===== config.mk =====
export PLATFORM = sky130hd
export DESIGN_NAME = id_ex_stage
export DESIGN_NICKNAME = d
export VERILOG_FILES = /design/src/rtl/id_ex_stage.sv
export SDC_FILE = /design/constraint.sdc
export NUM_CORES = 1
export LEC_CHECK = 0
export ABC_CLOCK_PERIOD_IN_PS = 2200
export BUFFER_PORTS_ARGS = -buffer_cell sky130_fd_sc_hd__buf_2
export CORE_AREA = 5 5 157 159
export DETAILED_ROUTE_END_ITERATION = 10
export DIE_AREA = 0 0 162 164
export PLACE_DENSITY = 0.66
export SLEW_MARGIN = 20
export SYNTH_ARGS = -nofsm -noshare
export SYNTH_HDL_FRONTEND = slang
export SYNTH_SLANG_ARGS = --single-unit

===== constraint.sdc =====
create_clock -name clk -period 2.2 [get_ports clk]
set_input_delay 0.22 -clock clk [delete_from_list [all_inputs] [get_ports clk]]
set_output_delay 0.22 -clock clk [all_outputs]
set_load 0.005 [all_outputs]

===== src/rtl/id_ex_stage.sv =====
// ID/EX pipeline register with EX/MEM and MEM/WB operand forwarding and load-use detection.
// A load-use hazard or a flush loads a bubble; forwarded operands feed the ALU and store path.
module id_ex_stage (
    input  logic        clk,
    input  logic        rst_n,
    input  logic        id_valid,
    input  logic [31:0] id_pc,
    input  logic [31:0] id_rs1_data,
    input  logic [31:0] id_rs2_data,
    input  logic [31:0] id_imm,
    input  logic [4:0]  id_rs1,
    input  logic [4:0]  id_rs2,
    input  logic [4:0]  id_rd,
    input  logic [3:0]  id_alu_control,
    input  logic        id_alu_src,
    input  logic        id_reg_write,
    input  logic        id_mem_read,
    input  logic        id_mem_write,
    input  logic        id_mem_to_reg,
    input  logic        id_branch,
    input  logic        flush,
    input  logic        exmem_reg_write,
    input  logic        memwb_reg_write,
    input  logic [4:0]  exmem_rd,
    input  logic [4:0]  memwb_rd,
    input  logic [31:0] exmem_result,
    input  logic [31:0] memwb_result,
    output logic        stall,
    output logic        ex_valid,
    output logic [31:0] alu_a,
    output logic [31:0] alu_b,
    output logic [3:0]  alu_control,
    output logic [31:0] store_data,
    output logic [31:0] ex_pc,
    output logic [31:0] ex_imm,
    output logic [4:0]  ex_rd,
    output logic        ex_reg_write,
    output logic        ex_mem_read,
    output logic        ex_mem_write,
    output logic        ex_mem_to_reg,
    output logic        ex_branch
);

    localparam logic [3:0] ALU_ADD = 4'b0010;

    logic             valid_reg;
    logic [31:0]      pc_reg;
    logic [31:0]      imm_reg;
    logic [1:0][31:0] rs_data_reg;
    logic [1:0][4:0]  rs_reg;
    logic [4:0]       rd_reg;
    logic [3:0]       alu_control_reg;
    logic             alu_src_reg;
    logic             reg_write_reg;
    logic             mem_read_reg;
    logic             mem_write_reg;
    logic             mem_to_reg_reg;
    logic             branch_reg;

    logic [1:0][31:0] fwd;
    logic             bubble;

    // Both rs fields are compared regardless of format; an occasional false stall is accepted.
    assign stall  = ex_valid & ex_mem_read & id_valid & (rd_reg != 5'd0)
                  & ((rd_reg == id_rs1) | (rd_reg == id_rs2));
    assign bubble = flush | stall;

    always_ff @(posedge clk or negedge rst_n) begin
        if (!rst_n) begin
            valid_reg       <= 1'b0;
            pc_reg          <= '0;
            imm_reg         <= '0;
            rs_data_reg     <= '0;
            rs_reg          <= '0;
            rd_reg          <= '0;
            alu_control_reg <= ALU_ADD;
            alu_src_reg     <= 1'b0;
            reg_write_reg   <= 1'b0;
            mem_read_reg    <= 1'b0;
            mem_write_reg   <= 1'b0;
            mem_to_reg_reg  <= 1'b0;
            branch_reg      <= 1'b0;
        end else if (bubble) begin
            valid_reg       <= 1'b0;
            pc_reg          <= '0;
            imm_reg         <= '0;
            rs_data_reg     <= '0;
            rs_reg          <= '0;
            rd_reg          <= '0;
            alu_control_reg <= ALU_ADD;
            alu_src_reg     <= 1'b0;
            reg_write_reg   <= 1'b0;
            mem_read_reg    <= 1'b0;
            mem_write_reg   <= 1'b0;
            mem_to_reg_reg  <= 1'b0;
            branch_reg      <= 1'b0;
        end else begin
            valid_reg       <= id_valid;
            pc_reg          <= id_pc;
            imm_reg         <= id_imm;
            rs_data_reg     <= {id_rs2_data, id_rs1_data};
            rs_reg          <= {id_rs2, id_rs1};
            rd_reg          <= id_rd;
            alu_control_reg <= id_alu_control;
            alu_src_reg     <= id_alu_src;
            reg_write_reg   <= id_reg_write;
            mem_read_reg    <= id_mem_read;
            mem_write_reg   <= id_mem_write;
            mem_to_reg_reg  <= id_mem_to_reg;
            branch_reg      <= id_branch;
        end
    end

    // Index 0 is rs1, index 1 is rs2; the younger EX/MEM result takes precedence.
    generate
        for (genvar gi = 0; gi < 2; gi++) begin : g_fwd
            logic exmem_hit;
            logic memwb_hit;
            assign exmem_hit = exmem_reg_write & (exmem_rd != 5'd0) & (exmem_rd == rs_reg[gi]);
            assign memwb_hit = memwb_reg_write & (memwb_rd != 5'd0) & (memwb_rd == rs_reg[gi]);
            assign fwd[gi]   = exmem_hit ? exmem_result :
                               memwb_hit ? memwb_result : rs_data_reg[gi];
        end
    endgenerate

    assign alu_a      = fwd[0];
    assign alu_b      = alu_src_reg ? imm_reg : fwd[1];
    assign store_data = fwd[1];

    assign ex_valid      = valid_reg;
    assign alu_control   = alu_control_reg;
    assign ex_pc         = pc_reg;
    assign ex_imm        = imm_reg;
    assign ex_rd         = rd_reg;
    assign ex_reg_write  = valid_reg & reg_write_reg;
    assign ex_mem_read   = valid_reg & mem_read_reg;
    assign ex_mem_write  = valid_reg & mem_write_reg;
    assign ex_mem_to_reg = valid_reg & mem_to_reg_reg;
    assign ex_branch     = valid_reg & branch_reg;

endmodule


==> results of run 1 <==
worst register-to-register path, stage by stage, from the launching register on:
cell and delay, ns:
dfrtp_1 0.41, or4_1 0.50, o211a_1 0.27, a21oi_4 0.27
buf_12 0.25, and2_1 0.21
worst max path at each step:
stage / startpoint / endpoint / slack [ns] / cells past startpoint
4_1_cts: rs_reg[7] / alu_b[6] / -0.58 / 8
2_1_floorplan: rs_reg[7] / alu_b[21] / 0.15 / 6
6_report: rs_reg[5] / alu_b[29] / -0.62 / 7
3_5_place_dp: memwb_rd[1] / alu_b[17] / -0.26 / 8
5_1_grt: rs_reg[7] / alu_b[29] / -0.72 / 9
3_3_place_gp: memwb_rd[1] / alu_b[17] / -0.23 / 8
where the power goes:
group          internal (mW)  switching, mW  total, mW
combinational          0.883          0.806       1.69
clock                   1.50           1.32       2.81
sequential              2.98         0.0737       3.05
layout by cell type, fill, tap and decap left out, types with 9 or more instances in the layout:
master	n
a21oi_2	25
a31oi_4	22
and2_1	159
buf_12	28
buf_2	402
buf_4	30
buf_6	17
clkbuf_16	20
dfrtp_1	152
dlygate4sd3_1	102
mux2_2	29
mux2i_1	21
mux2i_4	9
nand3_2	17
nand3_4	12
nor2_4	27
nor3_1	24
o21ai_1	18
xnor2_1	22
metrics by stage:
step                total power [mW]  utilization  hold slack (ns)
finish                         7.553       0.5838          0.02020
global route                   7.902       0.5838        0.0004588
CTS                            7.457       0.5435        0.0001787
detailed placement             4.333       0.4336           0.2459
global placement               4.320       0.4336           0.2450
floorplan                      3.552            -         -0.07559
cell families (layout without fill, tap and decap cells):
family	after synthesis	count (layout)
AO/OA/AOI/OAI	103	103
XOR/XNOR	30	30
buffers and inverters	52	625
flip-flops	154	154
multiplexers	64	64
AND/OR/NAND/NOR	272	272
routing by layer:
| metal | global-route usage | part of all wire |
|---|---|---|
| met1 | 0.2578 | 0.36 |
| met2 | 0.4113 | 0.52 |
| met3 | 0.07754 | 0.087 |
| met4 | 0.07074 | 0.034 |
| met5 | 0 | 0.00076 |
what timing repair did:
item / 4_1_cts / 5_1_grt
setup buffers: 13 / 9
resized for setup: 122 / 160
endpoints found under the hold margin: 254 / 0
hold buffers: 102 / 0
endpoints found under the setup margin: 97 / 97
pin swaps: 29 / 28
gates cloned: 11 / 3
area by class of cell:
class | instances | area [µm²]
clock buffer | 18 | 429.2
sequential | 154 | 3856
clock inverter | 14 | 126.4
fill | 1824 | 9623
timing repair buffer | 593 | 4350
tap | 290 | 362.8
multi-input combinational | 469 | 4374
==> impl_metrics.yaml, run 1 <==
logic_synthesis:
  synth_edf_count: 0
  netlist_area_um2: 7174
  yosysTopAreaCell: "dfrtp_1"
  yosysSeqAreaShare: 0.5373
  ys_ff_latch: 154
  yosys-top-cells-area: "dfrtp_1 (53%), and2_1 (14%), mux2_2 (5.0%), mux2i_1 (4.5%), xnor2_1 (2.8%)"
  synth-compound-area-share: 0.08162
  ys_types: 31
  yosys.area_share.adder: 0
  synthFlopType: "dfrtp_1"
  synth_top_family_by_area: "simple AND/OR/NAND/NOR gates"
  yosys.area.top_type_share: 0.5337
  ys_warn_count: 0
  synthMuxAreaShare: 0.09487
  synth.avg_cell_area_um2: 10.63
  yosys.area_share.simple: 0.2171
  synth_xor_area_frac: 0.03662
  synth_cells: 675
  syn_nets: 908
  async_flop_share: 1.000
  yosysMostFrequentCell: "and2_1"
  synthTopCellsByCount: "and2_1 (159), dfrtp_1 (153), nand3_1 (35), nor2_1 (33)"
run_status:
  status: "complete, but fails checks"
  violations: "setup timing"
placement:
  pre_cts_ws_ns: -0.2614
  placed_cells: 1373
  gp_congestion: 0.8949
  io_buffers: 408
  hpwl_um: 21360
  dpl_cell_area_um2: 10030
setup_path:
  r2r.worst_path.cells: 5
  cp-start-kind: "flip-flop"
  timing.rr.start: "ex_rd[2]"
  path_cells: "xor2_2 > or4b_4 > buf_12 > o21ai_1 > a31oi_4 > mux2_2 > buf_2"
  critPathBufInv: 2
  critPathMaxFanout: 28
  slowest_delay_ns: 0.55
  cp.arrival_ns: 2.60
  worstReg2RegEnd: "rs_data_reg[26]"
  required_ns: 1.98
  slowest_stage: "or4b_4"
  crit_path_end_kind: "output port"
  cp_top_family: "simple AND/OR/NAND/NOR gates"
  crit_type: "reg2out"
  r2r_slack_ns: 0.21
drt:
  drt_iter0_drc: 396
  via_per_inst: 4.934
  num_vias: 7588
  ant_nets: 0
  firstDrtPassIters: 5
  drc: 0
  post_drt_wl_per_cell_um: 21.41
  wirelength_um: 32920
clock_tree:
  clk_pin_slew_ns: 0.07
  cts_buffers: 17
  cts_tree: "built"
  insertion_delay_ns: 0.42
  clk_path_buf_depth: 2
  root_buffer: "clkbuf_16"
  htree_levels: 4
  clock-sinks: 154
min_path:
  min_path_cells: 2
  hp-start: "id_imm[26]"
  hp-class: "in2reg"
  hold_end: "ex_imm[26]"
finish:
  antenna_cells: 0
  largest_reg_flops: 64
  areaGrowthSynthToFinish_pct: 88.16
  final_cell_area_um2: 13500
  drive_above_1_share: 0.5713
  final_cells: 1538
  fin_nets: 1468
grt:
  track_usage: 0.2291
  grt_pass1_wl_um: 46360
  antenna_found_initial: 2
  gr-total-overflow: 0
  grt_pass1_vias: 8108
  grt_max_degree: 88
timing:
  tightest_slew_ns: 0.5115
  drv_slew: 0
  hold_viol: 0
  grt_setup_unrepaired: "true"
  finalCriticalPeriod_ns: 2.820
  setup_viol: 96
  relSlewSlack: 0.6590
  tns_ns: -35.33
  max_freq_mhz: 354.6
  finClkSkew_ns: 0.01151
  post-route-period-util: 1.282
  layout_setup_ws_ns: -0.6198
pwr:
  p_leak_nw: 6.217
  ir_worst_vdd_uv: 568.6
  power_density_nw_per_um2: 559.5
die:
  ios: 409
  die-area_um2: 26570
  placementRows: 56
  start_util: 0.3103
  die_y_um: 164
  core_area_um2: 23120
  fp.dieW_um: 162
flow_run:
  maxCapViolations: 0
Note: power is estimated with default switching activity, not from simulation.
==> run 2: changes to the inputs <==
--- a/config.mk
+++ b/config.mk
@@ -10,7 +10,7 @@
 export CORE_AREA = 5 5 157 159
 export DETAILED_ROUTE_END_ITERATION = 10
 export DIE_AREA = 0 0 162 164
-export PLACE_DENSITY = 0.66
+export PLACE_DENSITY = 0.68
 export SLEW_MARGIN = 20
 export SYNTH_ARGS = -nofsm -noshare
 export SYNTH_HDL_FRONTEND = slang
==> impl_metrics.yaml, run 2 (synthesis results as in run 1) <==
grt:
  grt_pass1_wl_um: 44990
  antenna_found_initial: 3
  gr-total-overflow: 0
  grt_pass1_vias: 8120
  grt_max_degree: 57
  track_usage: 0.2213
drt:
  wirelength_um: 33380
  via_per_inst: 5.003
  drt_iter0_drc: 628
  drc: 0
  firstDrtPassIters: 5
  post_drt_wl_per_cell_um: 21.79
  num_vias: 7665
  ant_nets: 0
clock_tree:
  clk_path_buf_depth: 2
  clk_pin_slew_ns: 0.08
  cts_buffers: 17
  root_buffer: "clkbuf_16"
  cts_tree: "built"
  insertion_delay_ns: 0.42
  clock-sinks: 154
  htree_levels: 4
die:
  core_area_um2: 23120
  start_util: 0.3103
  ios: 409
  fp.dieW_um: 162
  die-area_um2: 26570
  die_y_um: 164
  placementRows: 56
placement:
  pre_cts_ws_ns: -0.4000
  gp_congestion: 0.8872
  io_buffers: 408
  hpwl_um: 21230
setup_path:
  required_ns: 1.98
  cp-startpoint: "rs_reg[5]"
  crit_type: "reg2out"
  r2r_slack_ns: 0.20
  cp.arrival_ns: 2.54
  crit_path_end_kind: "output port"
  cp-start-kind: "flip-flop"
  timing.rr.start: "ex_rd[2]"
  critPathMaxFanout: 21
timing:
  max_freq_mhz: 362.8
  tightest_slew_ns: 0.5753
  grt_setup_unrepaired: "true"
  hold_viol: 0
  drv_slew: 0
  post-route-period-util: 1.253
  finClkSkew_ns: 0.01283
  layout_setup_ws_ns: -0.5562
  relSlewSlack: 0.6165
  finalCriticalPeriod_ns: 2.756
  setup_viol: 96
  whs_ns: 0.02018
run_status:
  status: "complete, but fails checks"
  violations: "setup timing"
finish:
  drive_above_1_share: 0.5609
  fin_nets: 1459
  final_cell_mix: "buf_2 (405), and2_1 (159), dfrtp_1 (152), dlygate4sd3_1 (101), mux2_2 (31)"
  areaGrowthSynthToFinish_pct: 82.54
  largest_reg_flops: 64
  fill_cells: 1906
  mostFrequentLayoutCell: "buf_2"
min_path:
  hp-class: "in2reg"
  hp-start: "id_imm[14]"
pwr:
  p_leak_nw: 6.154
  power_density_nw_per_um2: 589.8
  ir_worst_vdd_uv: 514.4
flow_run:
  maxCapViolations: 0
run 2: cell count changes in the layout (fill, tap and decap cells not counted), moves of 6 or more:
cell / before / now
a21oi_2: 25 / 18
nand3_4: 12 / 2
o21ai_0: 7 / 1
a21oi_4: 8 / 2
o21ai_2: 6 / 21
buf_12: 28 / 20
nand3_1: 6 / 15
a21oi_1: 0 / 13
nor2_4: 27 / 20
o21ai_1: 18 / 9
run 2: layer usage:
metal,part of all wire,global-route usage,vias to the layer above
met2,0.51,0.3883,425
met3,0.078,0.06198,71
li1,-,-,3420
met5,0.00021,0,-
met4,0.033,0.08112,2
met1,0.38,0.2594,3747
run 2: path summary, 6_finish.rpt:
| check | cells past startpoint | to |
|---|---|---|
| max | 8 | alu_b[23] |
| min in group asynchronous | 2 | ex_imm[31] |
| max reg2reg | 5 | rs_data_reg[25] |
| max in group asynchronous | 3 | rs_data_reg[55] |
| min reg2reg | 5 | alu_control[1] |
| min | 2 | ex_imm[14] |
run 2: power by group:
part	switching, mW	internal (mW)
Clock	1.32	1.73
Sequential	0.0839	2.98
Combinational	0.777	0.841
run 2: layout make-up:
class / count / area (µm²) / area share
antenna: 3 / 7.507 / 0.0005732
clock buffer: 18 / 429.2 / 0.03277
clock inverter: 14 / 172.7 / 0.01318
multi-input combinational: 470 / 4126 / 0.3151
sequential: 154 / 3856 / 0.2944
tap: 290 / 362.8 / 0.02771
timing repair buffer: 583 / 4141 / 0.3162
run 2: worst max-delay path, cell delays in order (launching register included):
cell	delay, ns
dfrtp_1	0.40
buf_4	0.14
xnor2_1	0.24
o211ai_4	0.14
buf_4	0.26
nor3_1	0.42
a31oi_4	0.07
mux2_2	0.29
buf_2	0.14
run 2: repair_timing:
item,in CTS,in global routing
endpoints found under the setup margin,96,97
setup buffers,10,5
endpoints found under the hold margin,152,1
hold buffers,100,1
cloned,6,12
pin swaps,25,22
resized for setup,88,149
run 2: metrics by stage:
step                      cell area [µm²]  power [mW]  instances    util  setup TNS (ns)
after floorplan                      7174       3.552        675       -               0
after global routing                13090       8.066       1531  0.5663          -46.15
after detailed placement             9898       4.312       1366  0.4281          -11.76
final                               13100       7.724       1532  0.5664          -36.47
after CTS                           12180       7.636       1514  0.5266          -37.16
after global placement               9898       4.300       1366  0.4281          -9.789
==> run 3: changes to the inputs <==
--- a/config.mk
+++ b/config.mk
@@ -5,12 +5,13 @@
 export SDC_FILE = /design/constraint.sdc
 export NUM_CORES = 1
 export LEC_CHECK = 0
+export ABC_AREA = 1
 export ABC_CLOCK_PERIOD_IN_PS = 2200
 export BUFFER_PORTS_ARGS = -buffer_cell sky130_fd_sc_hd__buf_2
-export CORE_AREA = 5 5 157 159
+export CORE_AREA = 5 5 155 157
 export DETAILED_ROUTE_END_ITERATION = 10
-export DIE_AREA = 0 0 162 164
-export PLACE_DENSITY = 0.68
+export DIE_AREA = 0 0 160 162
+export PLACE_DENSITY = 0.75
 export SLEW_MARGIN = 20
 export SYNTH_ARGS = -nofsm -noshare
 export SYNTH_HDL_FRONTEND = slang
==> impl_metrics.yaml, run 3 <==
clock_tree:
  clock-sinks: 154
  cts_buffers: 17
  clk_path_buf_depth: 2
  insertion_delay_ns: 0.42
  htree_levels: 4
  cts_tree: "built"
  clk_pin_slew_ns: 0.07
  root_buffer: "clkbuf_16"
drt:
  post_drt_wl_per_cell_um: 18.63
  wirelength_um: 34530
  ant_nets: 0
  via_per_inst: 4.848
  drc: 0
  num_vias: 8989
  drt_iter0_drc: 609
  firstDrtPassIters: 6
grt:
  track_usage: 0.2620
  grt_pass1_wl_um: 53050
  antenna_found_initial: 2
  grt_pass1_vias: 9625
  grt_max_degree: 58
  gr-total-overflow: 0
timing:
  post-route-period-util: 1.064
  finClkSkew_ns: 0.01176
  setup_viol: 89
  max_freq_mhz: 427.3
  tns_ns: -5.902
  grt_setup_unrepaired: "true"
  tightest_slew_ns: 0.4776
  layout_setup_ws_ns: -0.1405
  finalCriticalPeriod_ns: 2.341
  hold_viol: 0
  drv_slew: 0
  relSlewSlack: 0.6816
setup_path:
  r2r.worst_path.cells: 8
  required_ns: 1.98
  crit_path_end_kind: "output port"
  cp-start-kind: "flip-flop"
  cp.arrival_ns: 2.12
  crit_type: "reg2out"
  critPathMaxFanout: 18
finish:
  areaGrowthSynthToFinish_pct: 55.28
  final_cell_mix: "buf_2 (405), inv_1 (199), nand2_1 (192), dfrtp_1 (153), nor2_1 (91)"
  final_core_util: 0.5707
  fin_nets: 1788
  mostFrequentLayoutCell: "buf_2"
  largest_reg_flops: 64
  drive_above_1_share: 0.4216
  final_cells: 1854
  fill_cells: 2007
logic_synthesis:
  synth_cells: 1061
  synthTopCellsByCount: "nand2_1 (217), inv_1 (199), dfrtp_1 (153), nand3_1 (133), nor2_1 (93)"
  synth.avg_cell_area_um2: 7.748
  yosysMostFrequentCell: "nand2_1"
  async_flop_share: 1.000
  yosysTopAreaCell: "dfrtp_1"
  yosys.area.top_type_share: 0.4658
  yosys-top-cells-area: "dfrtp_1 (47%), nand2_1 (9.9%), inv_1 (9.1%), nand3_1 (8.1%), nand3b_1 (6.0%)"
  ys_warn_count: 0
  yosysSeqAreaShare: 0.4689
  synthFlopType: "dfrtp_1"
  synth_edf_count: 0
  syn_nets: 1294
  netlist_area_um2: 8220
  ys_types: 24
  ys_ff_latch: 154
die:
  ios: 409
  placementRows: 55
  core_area_um2: 22370
  die-area_um2: 25920
  start_util: 0.3676
  die_y_um: 162
  fp.dieW_um: 160
pwr:
  p_leak_nw: 7.503
  ir_worst_vdd_uv: 469.0
  finalPower_mw: 7.410
  power_density_nw_per_um2: 580.5
placement:
  gp_congestion: 0.9409
  hpwl_um: 23730
  placed_cells: 1732
  pre_cts_ws_ns: 0.09686
  io_buffers: 408
min_path:
  hp-class: "in2reg"
  min_path_cells: 3
flow_run:
  maxCapViolations: 0
run_status:
  violations: "setup timing"
  status: "complete, but fails checks"
## run 3: cell types whose count changed after synthesis, moves of 29 or more
cell / delta
and2_1: -127
a21oi_1: -29
a31oi_1: -32
nor2_1: +60
nand2_1: +215
inv_1: +199
mux2i_1: -32
mux2_2: -32
nand3_1: +98
nor2_2: +71
nand3b_1: +66
nor3_1: -30
## run 3: routing by layer
layer	routed length, µm	GRT usage	share of wire	vias to the layer above
met5	20	0	0.00058	-
met1	12690	0.2952	0.37	4237
met4	1105	0.1056	0.032	2
met2	17690	0.4684	0.51	504
li1	-	-	-	4164
met3	3023	0.07460	0.088	82
## run 3: final timing paths
check,start,end,slack [ns]
worst max-delay path,rs_reg[6],store_data[2],-0.14
worst min-delay path,id_rs2_data[23],rs_data_reg[55],0.02
worst max register to register,ex_rd[4],rs_data_reg[17],0.41
worst min register to register,mem_read_reg,alu_control[1],0.81
max in group asynchronous,rst_n,rs_data_reg[52],1.15
min in group asynchronous,rst_n,rs_data_reg[42],0.34
## run 3: timing repair
action | CTS | global route
hold buffers | 69 | 1
gates cloned | 10 | 1
pin swaps | 16 | 37
gates resized for setup | 103 | 50
hold endpoints to repair | 111 | 1
endpoints found under the setup margin | 96 | 96
setup buffers | 12 | 0
## run 3: cell type report
type | count | area (µm²) | share of cell area
inverters | 201 | 770.7 | 0.06038
diodes | 1 | 2.502 | 0.0001960
repair buffers | 529 | 3465 | 0.2714
well taps | 285 | 356.6 | 0.02794
clock inverters | 14 | 126.4 | 0.009900
repair inverters | 2 | 27.53 | 0.002156
flip-flops and latches | 154 | 3855 | 0.3020
clock buffers | 18 | 429.2 | 0.03362
multi-input cells | 650 | 3732 | 0.2924
## run 3: per-stage QoR
stage,cell area (µm²),hold WS (ns)
after floorplan,8220,-0.07559
after global placement,10650,0.1875
after detailed placement,10650,0.1924
after CTS,12600,0.0001355
after global routing,12760,0.001850
final,12760,0.01962
## run 3: power by group
part           switching (mW)  internal (mW)
Sequential             0.0633           2.97
Combinational           0.833          0.704
Clock                    1.34           1.49
Total                    2.24           5.17
## run 3: kinds of logic (layout without fill, tap and decap cells)
family | after synthesis | count (layout) | synth area share
xor+xnor | 24 | 24 | 0.02557
other cells | 0 | 1 | 0
compound gates | 4 | 4 | 0.002434
flops | 154 | 154 | 0.4690
simple gates | 622 | 622 | 0.3708
buf+inv | 257 | 764 | 0.1323
## run 3: critical path, cell delays in order (launching register included)
cell	delay, ns
dfrtp_1	0.43
xnor2_1	0.17
nand2_1	0.12
nor3_4	0.27
buf_8	0.24
nand3b_1	0.15
and2_1	0.19
buf_2	0.13
